===== src/rtl/qea_host_sequencer.sv =====
// qea_host_sequencer: loads context/state RAMs, starts the QEA, reads results back; QEA_SEQ_TIMEOUT_EN enables a RUN watchdog
module qea_host_sequencer #(
    parameter int PE_NUM = 4,
    parameter int STATE_DATA_WIDTH = 64,
    parameter int STATE_ADDR_WIDTH = 16,
    parameter int GATE_CONTEXT_DATA_WIDTH = 64,
    parameter int GATE_CONTEXT_ADDR_WIDTH = 16,
    parameter int MAX_QBIT_WIDTH = 6,
    parameter int CYC_WIDTH = 32,
    parameter int TIMEOUT_CYCLES = 1 << 20
) (
    input  logic                                 clk,
    input  logic                                 rst,
    input  logic                                 i_go,
    input  logic [MAX_QBIT_WIDTH-1:0]            i_qbit_num,
    input  logic [GATE_CONTEXT_ADDR_WIDTH-1:0]   i_ins_num,
    input  logic                                 i_ctx_valid,
    output logic                                 o_ctx_ready,
    input  logic [GATE_CONTEXT_DATA_WIDTH-1:0]   i_ctx_data,
    input  logic                                 i_st_valid,
    output logic                                 o_st_ready,
    input  logic [PE_NUM*STATE_DATA_WIDTH-1:0]   i_st_data,
    output logic                                 o_rd_valid,
    input  logic                                 i_rd_ready,
    output logic [PE_NUM*STATE_DATA_WIDTH-1:0]   o_rd_data,
    output logic                                 o_busy,
    output logic                                 o_done,
    output logic                                 o_error,
    output logic [CYC_WIDTH-1:0]                 o_exec_cycles,
    output logic                                 o_qea_start,
    output logic [MAX_QBIT_WIDTH-1:0]            o_qea_qbit_num,
    output logic                                 o_ctx_en,
    output logic                                 o_ctx_wea,
    output logic [GATE_CONTEXT_ADDR_WIDTH-1:0]   o_ctx_addr,
    output logic [GATE_CONTEXT_DATA_WIDTH-1:0]   o_ctx_data,
    output logic [PE_NUM-1:0]                    o_state_ena,
    output logic [PE_NUM-1:0]                    o_state_wea,
    output logic [STATE_ADDR_WIDTH-1:0]          o_state_addra,
    output logic [PE_NUM*STATE_DATA_WIDTH-1:0]   o_state_dina,
    input  logic                                 i_qea_complete,
    input  logic [PE_NUM*STATE_DATA_WIDTH-1:0]   i_qea_state_dout
);
    localparam int LOG_PE = $clog2(PE_NUM);
    localparam int ROW_W = PE_NUM * STATE_DATA_WIDTH;
`ifdef QEA_SEQ_TIMEOUT_EN
    localparam bit TO_EN = 1'b1;
`else
    localparam bit TO_EN = 1'b0;
`endif
    typedef enum logic [3:0] {IDLE, LOAD_CTX, LOAD_ST, START, RUN, RD_REQ, RD_WAIT, RD_OUT, DONE} state_t;
    state_t state, state_nxt;
    logic [MAX_QBIT_WIDTH-1:0] qbit_q;
    logic [GATE_CONTEXT_ADDR_WIDTH-1:0] ins_q, ctx_cnt, ctx_addr_q;
    logic [GATE_CONTEXT_DATA_WIDTH-1:0] ctx_data_q;
    logic [STATE_ADDR_WIDTH-1:0] row_last, row, st_addr_q;
    logic [STATE_ADDR_WIDTH:0] rows_n;
    logic [ROW_W-1:0] st_din_q, rd_data_q;
    logic [CYC_WIDTH-1:0] exec_q;
    logic error_q, ctx_we_q, st_we_q;
    logic go_ok, qbit_ok, ctx_beat, st_beat, timeout, counting;
    assign go_ok = i_go && (state == IDLE || state == DONE);
    assign qbit_ok = int'(i_qbit_num) >= LOG_PE && int'(i_qbit_num) <= STATE_ADDR_WIDTH + LOG_PE;
    assign rows_n = (STATE_ADDR_WIDTH+1)'(1) << (i_qbit_num - MAX_QBIT_WIDTH'(LOG_PE));
    assign ctx_beat = state == LOAD_CTX && i_ctx_valid;
    assign st_beat = state == LOAD_ST && i_st_valid;
    assign timeout = TO_EN && exec_q >= CYC_WIDTH'(TIMEOUT_CYCLES);
    assign counting = state == START || (state == RUN && !i_qea_complete && !timeout);
    always_ff @(posedge clk or posedge rst) begin
        if (rst) state <= IDLE;
        else state <= state_nxt;
    end
    always_comb begin
        state_nxt = state;
        case (state)
            IDLE, DONE: if (i_go) state_nxt = !qbit_ok ? DONE : (i_ins_num != '0 ? LOAD_CTX : LOAD_ST);
            LOAD_CTX:   if (ctx_beat && ctx_cnt == ins_q - GATE_CONTEXT_ADDR_WIDTH'(1)) state_nxt = LOAD_ST;
            LOAD_ST:    if (st_beat && row == row_last) state_nxt = START;
            START:      state_nxt = RUN;
            RUN:        state_nxt = i_qea_complete ? RD_REQ : (timeout ? DONE : RUN);
            RD_REQ:     state_nxt = RD_WAIT;
            RD_WAIT:    state_nxt = RD_OUT;
            RD_OUT:     if (i_rd_ready) state_nxt = row == row_last ? DONE : RD_REQ;
            default:    state_nxt = IDLE;
        endcase
    end
    always_ff @(posedge clk or posedge rst) begin
        if (rst) begin
            qbit_q <= '0;
            ins_q <= '0;
            ctx_cnt <= '0;
            ctx_addr_q <= '0;
            ctx_data_q <= '0;
            row_last <= '0;
            row <= '0;
            st_addr_q <= '0;
            st_din_q <= '0;
            rd_data_q <= '0;
            exec_q <= '0;
            error_q <= 1'b0;
            ctx_we_q <= 1'b0;
            st_we_q <= 1'b0;
        end else begin
            ctx_we_q <= ctx_beat;
            st_we_q <= st_beat;
            if (go_ok) begin
                qbit_q <= i_qbit_num;
                ins_q <= i_ins_num;
                row_last <= STATE_ADDR_WIDTH'(rows_n - (STATE_ADDR_WIDTH+1)'(1));
                error_q <= !qbit_ok;
                exec_q <= '0;
                ctx_cnt <= '0;
                row <= '0;
            end
            if (ctx_beat) begin
                ctx_addr_q <= ctx_cnt;
                ctx_data_q <= i_ctx_data;
                ctx_cnt <= ctx_cnt + GATE_CONTEXT_ADDR_WIDTH'(1);
            end
            if (st_beat) begin
                st_addr_q <= row;
                st_din_q <= i_st_data;
            end
            // row is shared: write address while loading, read address after START
            if (state == START) row <= '0;
            else if (st_beat || (state == RD_OUT && i_rd_ready)) row <= row + STATE_ADDR_WIDTH'(1);
            if (state == RD_WAIT) rd_data_q <= i_qea_state_dout;
            if (counting && exec_q != '1) exec_q <= exec_q + CYC_WIDTH'(1);
            if (state == RUN && !i_qea_complete && timeout) error_q <= 1'b1;
        end
    end
    assign o_busy = state != IDLE && state != DONE;
    assign o_done = state == DONE;
    assign o_error = error_q;
    assign o_exec_cycles = exec_q;
    assign o_ctx_ready = state == LOAD_CTX;
    assign o_st_ready = state == LOAD_ST;
    assign o_rd_valid = state == RD_OUT;
    assign o_rd_data = rd_data_q;
    assign o_qea_start = state == START;
    assign o_qea_qbit_num = qbit_q;
    assign o_ctx_en = ctx_we_q;
    assign o_ctx_wea = ctx_we_q;
    assign o_ctx_addr = ctx_addr_q;
    assign o_ctx_data = ctx_data_q;
    assign o_state_ena = {PE_NUM{st_we_q || state == RD_REQ}};
    assign o_state_wea = {PE_NUM{st_we_q}};
    assign o_state_addra = state == RD_REQ ? row : st_addr_q;
    assign o_state_dina = st_din_q;
endmodule


===== config.mk =====
export PLATFORM = sky130hd
export DESIGN_NAME = qea_host_sequencer
export DESIGN_NICKNAME = d
export VERILOG_FILES = /design/src/rtl/qea_host_sequencer.sv
export SDC_FILE = /design/constraint.sdc
export NUM_CORES = 2
export LEC_CHECK = 0
export BUFFER_PORTS_ARGS = -buffer_cell sky130_fd_sc_hd__buf_2
export CELL_PAD_IN_SITES_DETAIL_PLACEMENT = 2
export CELL_PAD_IN_SITES_GLOBAL_PLACEMENT = 2
export CORE_AREA = 4 4 495 497
export CTS_BUF_LIST = sky130_fd_sc_hd__clkbuf_4
export DETAILED_ROUTE_END_ITERATION = 10
export DIE_AREA = 0 0 499 501
export PLACE_DENSITY = 0.46
export RECOVER_POWER = 100
export REMOVE_ABC_BUFFERS = 1
export SLEW_MARGIN = 20
export SYNTH_ARGS = -nofsm -noshare
export SYNTH_HDL_FRONTEND = slang
export SYNTH_SLANG_ARGS = --single-unit

===== constraint.sdc =====
create_clock -name clk -period 36 [get_ports clk]
set_clock_uncertainty 0.1 [all_clocks]
set_input_delay 7.2 -clock clk [delete_from_list [all_inputs] [get_ports clk]]
set_output_delay 7.2 -clock clk [all_outputs]
set_load 0.1 [all_outputs]

# Word-level counts from Yosys, hierarchy flattened
# Index checks and enable logic that the tools add are counted.
[word_totals] ff_bits=717 in_bits=605 output_inout_bits=663 elab_cells=80
[op_classes] n_addsub=6 magnitude_cmp=2 eq_ne=16 shifts=1 muxes=16 n_reduce_logical=24
[op_table] operator="16-bit two-way mux" n=5
[op_table] operator="32-bit two-way mux" n=2
[op_table] operator="16-bit by 1-bit adder with 16-bit output, second input constant" n=2
[op_table] operator="32-bit by 1-bit adder with 32-bit output, second input constant" n=1
[op_table] operator="16-bit == test" n=2
[op_table] operator="32-bit inequality test, second input constant" n=1
[op_table] operator="4-bit case mux with 8 select lines" n=1
[op_table] operator="16-bit by 1-bit subtractor with 16-bit output, second input constant" n=2
[op_table] operator="4-bit two-way mux" n=6
[op_table] operator="4-bit by 3-bit == test with 1-bit output, second input constant" n=4
[op_table] operator="16-bit nonzero test" n=1
[op_table] operator="1-bit by 6-bit left shift with 16-bit output, first input constant" n=1
[op_table] operator="1-bit logical AND" n=10
[op_table] operator="4-bit by 2-bit == test with 1-bit output, second input constant" n=2
[op_table] operator="6-bit by 2-bit >= comparator with 1-bit output, second input constant" n=1
[op_table] operator="6-bit by 5-bit <= comparator with 1-bit output, second input constant" n=1
[op_table] operator="2-bit by 1-bit inequality test with 1-bit output, second input constant" n=3
[op_table] operator="6-bit by 2-bit subtractor with 6-bit output, second input constant" n=1
[op_table] operator="4-bit by 1-bit == test with 1-bit output, second input constant" n=1
[op_table] operator="4-bit == test, second input constant" n=1
[op_table] operator="4-bit logical NOT" n=1
[op_table] operator="1-bit logical OR" n=4
[op_table] operator="4-bit inequality test, second input constant" n=1
[op_table] operator="4-bit AND reduction" n=1
[op_table] operator="8 further kinds" n=10

# Depth between registers and ports, before layout
[depth] word_depth=6 mapped_depth=11

# Worst setup path after synthesis
# OpenSTA, ideal clock, no wires.
[synth_path] path_kind="reg2out" startpoint="reg state[3]" endpoint="out o_ctx_ready" arrival_ns=3.778 t_required_ns=28.700 slack_ns=24.922 path_stages_with_launch=2 cell_sequence="dfrtp_1 > nor4b_1"
[synth_between] elab_chain_len=1
[synth_lines] element="start: declaration" line="51" rtl="state_t state, state_nxt;"
[synth_lines] element="start signal: assignment" line="70" rtl="else state <= state_nxt;"
[synth_lines] element="4-bit by 1-bit == test with 1-bit output" line="135" rtl="assign o_ctx_ready = state == LOAD_CTX;"
[synth_lines] element="end: declaration" line="18" rtl="output logic o_ctx_ready,"
# Every way passes these cells.

==> reports/results.txt <==
Filler Cell Count: 27740
Ports: 1268
number of setup buffers added after CTS: 0
count of different cell masters after synthesis: 68
Clock transition at path regs: 0.06 ns
initial core utilization: 12.02%
Max Root-Sink Buffers: 3
layout cells sized above 1: 39.90%
Die W: 499 um
FFs w/ async S/R, synth: 100.0%
Critical Path End Type: async pin
core area: 240300 um2
vias in the first global route: 26980
Setup violations, final: 0
largest net degree at the start of global routing: 128
Avg WL per Cell: 27.59 um
#FFs+latches synth: 717
Max FO, Critical Path: 85
post-cts resize count: 0
syn avg cell area: 13.20 um2
Finished Cell Area: 41270 um2
drt via density: 3.521
crit path kind: in2async
Yosys top cell area share: 62.11%
Worst Max-Slew Pin Slew: 7.546 ns
first-pass GRT wire length: 255200 um
Synth warnings: 0
outcome: finished with violations
drt first pass iters: 4
WP data required: 36.42 ns
CP arrival: 17.22 ns
Hold Crit Class: reg2reg
P&R area growth vs syn: 42.85%
sequential area share after synthesis: 62.11%
Tmin final: 16.80 ns
cell taking the most area after synthesis: dfrtp_1
cts bufs inserted: 235
Crit-path slowest cell: clkinvlp_2
Slew Limit Fails: 1290
Worst path most repeated cell: clkbuf_1
synthesized area: 28890 um2
FMAX: 59.52 MHz
Post-DP HPWL: 160300 um
GP Congestion: 0.8288
Hold Buf Count CTS: 0
delay of the slowest critical-path stage: 2.51 ns
Skew-Pair Late Insertion Delay: 1.22 ns
placed cell area: 38990 um2
Post-synth EDFFs: 0
I/O Buffers: 1267
DR DRC count: 0
RSZ-0062 raised after global routing: false
failing checks: max-capacitance violations, max-slew violations
Num Clock Sinks: 717
Overflow after GRT: 0
Row Count: 180
Die ar.: 250000 um2
Area contributors post-synth: dfrtp_1, mux2_2, nand2_1, clkbuf_1, xnor2_1
fin crit share: 46.67%
violation count after the first detailed-route iteration: 929
Layout Nets: 4209
post-route ant nets: 0
via count: 24790
dominant synthesized flop cell: dfrtp_1
H-tree levels: 4
type of origin of the critical path: input port
Slew headroom: -403.1%
max capacitance violation total: 102
TritonCTS clock tree: yes
Final Hold Fails: 0
die height: 501 um
CTS root buffer: clkbuf_4
crit-path cells: clkbuf_1 > clkinvlp_2 > clkbuf_1 > clkbuf_1 > clkbuf_1
Synth Instances: 2188
Reg2Reg Setup Slack: 24.45 ns
initial antenna violation count: 123
Setup TNS: 0 ns
GRT Util Overall: 15.05%
Detailed Route WL: 194300 um
[stage by stage]
stage          setup slack, ns  std cells  utilization [%]  hold WS (ns)
4_1_cts                  25.05       6977            17.51        0.3763
6_report                 19.20       7042            17.17        0.3756
5_1_grt                  17.33       6989            17.12        0.4043
3_5_place_dp             25.48       6545            16.23        0.3582
3_3_place_gp             25.47       6545            16.23        0.3537
2_1_floorplan            8.588       2067                -        0.3460
[synth_stat cells (8+ instances only)]
cell and n:
dfrtp_1 717, mux2_2 541, nand2_1 377, clkbuf_1 108, nor2_1 40, o21ai_0 39, xnor2_1 34, mux2i_1 27
nand4_1 24, nand3_1 23, a21oi_1 22, inv_1 19, nor3_1 15, o31ai_1 15, and3_1 14, xor2_1 14
o211ai_1 13, or3_1 12, nor4_1 10, buf_4 8
[final timing paths]
path	start	to	cells after the start
worst max-delay path	rst	o_state_dina[172]	5
worst min-delay path	o_ctx_addr[2]	o_ctx_addr[2]	2
worst max register to register	state[1]	o_state_dina[6]	6
worst min register to register	o_ctx_addr[2]	o_ctx_addr[2]	2
max in group clk	i_st_valid	o_state_dina[6]	5
min in group asynchronous	rst	o_rd_data[7]	2
[metal layers]
layer	global-route usage, %	wire length (um)	vias to the layer above
met3	6.911	19790	430
met5	0	308	-
li1	-	-	10680
met4	4.491	7049	50
met1	15.91	69720	12510
met2	26.67	97430	1127
[flip-flops by register name (all words and copies together), names as in the netlist]
signal,cells
o_ctx_en,1
row_last,16
state,4
o_exec_cycles,32
o_rd_data,256
row,16
o_ctx_data,64
st_we_q,1
ctx_cnt,16
o_ctx_addr,16
ins_q,16
o_error,1
o_state_dina,256
st_addr_q,16
o_qea_qbit_num,6
[placed cells by master (no fill, tap or decap), types with 15 or more instances in the layout]
| cell | synthesis | layout |
|---|---|---|
| diode_2 | 0 | 65 |
| clkbuf_4 | 0 | 336 |
| clkbuf_1 | 108 | 709 |
| dfrtp_1 | 717 | 717 |
| nor3_1 | 15 | 15 |
| nor2_1 | 40 | 39 |
| xnor2_1 | 34 | 34 |
| o21ai_0 | 39 | 39 |
| o31ai_1 | 15 | 15 |
| nand4_1 | 24 | 24 |
| buf_2 | 2 | 577 |
| mux2_2 | 541 | 541 |
| nand2_1 | 377 | 377 |
| clkinv_1 | 1 | 67 |
| nand3_1 | 23 | 23 |
| inv_1 | 19 | 18 |
| mux2i_1 | 27 | 27 |
| a21oi_1 | 22 | 22 |
[cell type report]
class | count | area [um2] | area share [%]
multi-input cells | 1330 | 10400 | 25.21
inverters | 20 | 77.57 | 0.1880
well taps | 3185 | 3985 | 9.656
repair buffers | 1293 | 5614 | 13.60
clock inverters | 96 | 561.8 | 1.361
diodes | 65 | 162.7 | 0.3941
clock buffers | 336 | 2522 | 6.112
flip-flops and latches | 717 | 17940 | 43.48
[critical path: cells and delay by family]
kind,cells,cell delay (ns)
buffers and inverters,5,9.76
[logic make-up after synthesis]
family                   count (synthesis)  share of synthesized area, %
buffers and inverters                  141                         1.949
AND/OR/NAND/NOR                        573                         8.931
multiplexers                           568                         22.02
adder cells (fa/ha/maj)                  7                        0.3032
flip-flops                             717                         62.11
AO/OA/AOI/OAI                          133                         3.149
XOR/XNOR                                49                         1.538
Power is not shown: default switching activity piles up to over one toggle a cycle in this logic, so the estimate is an artifact.
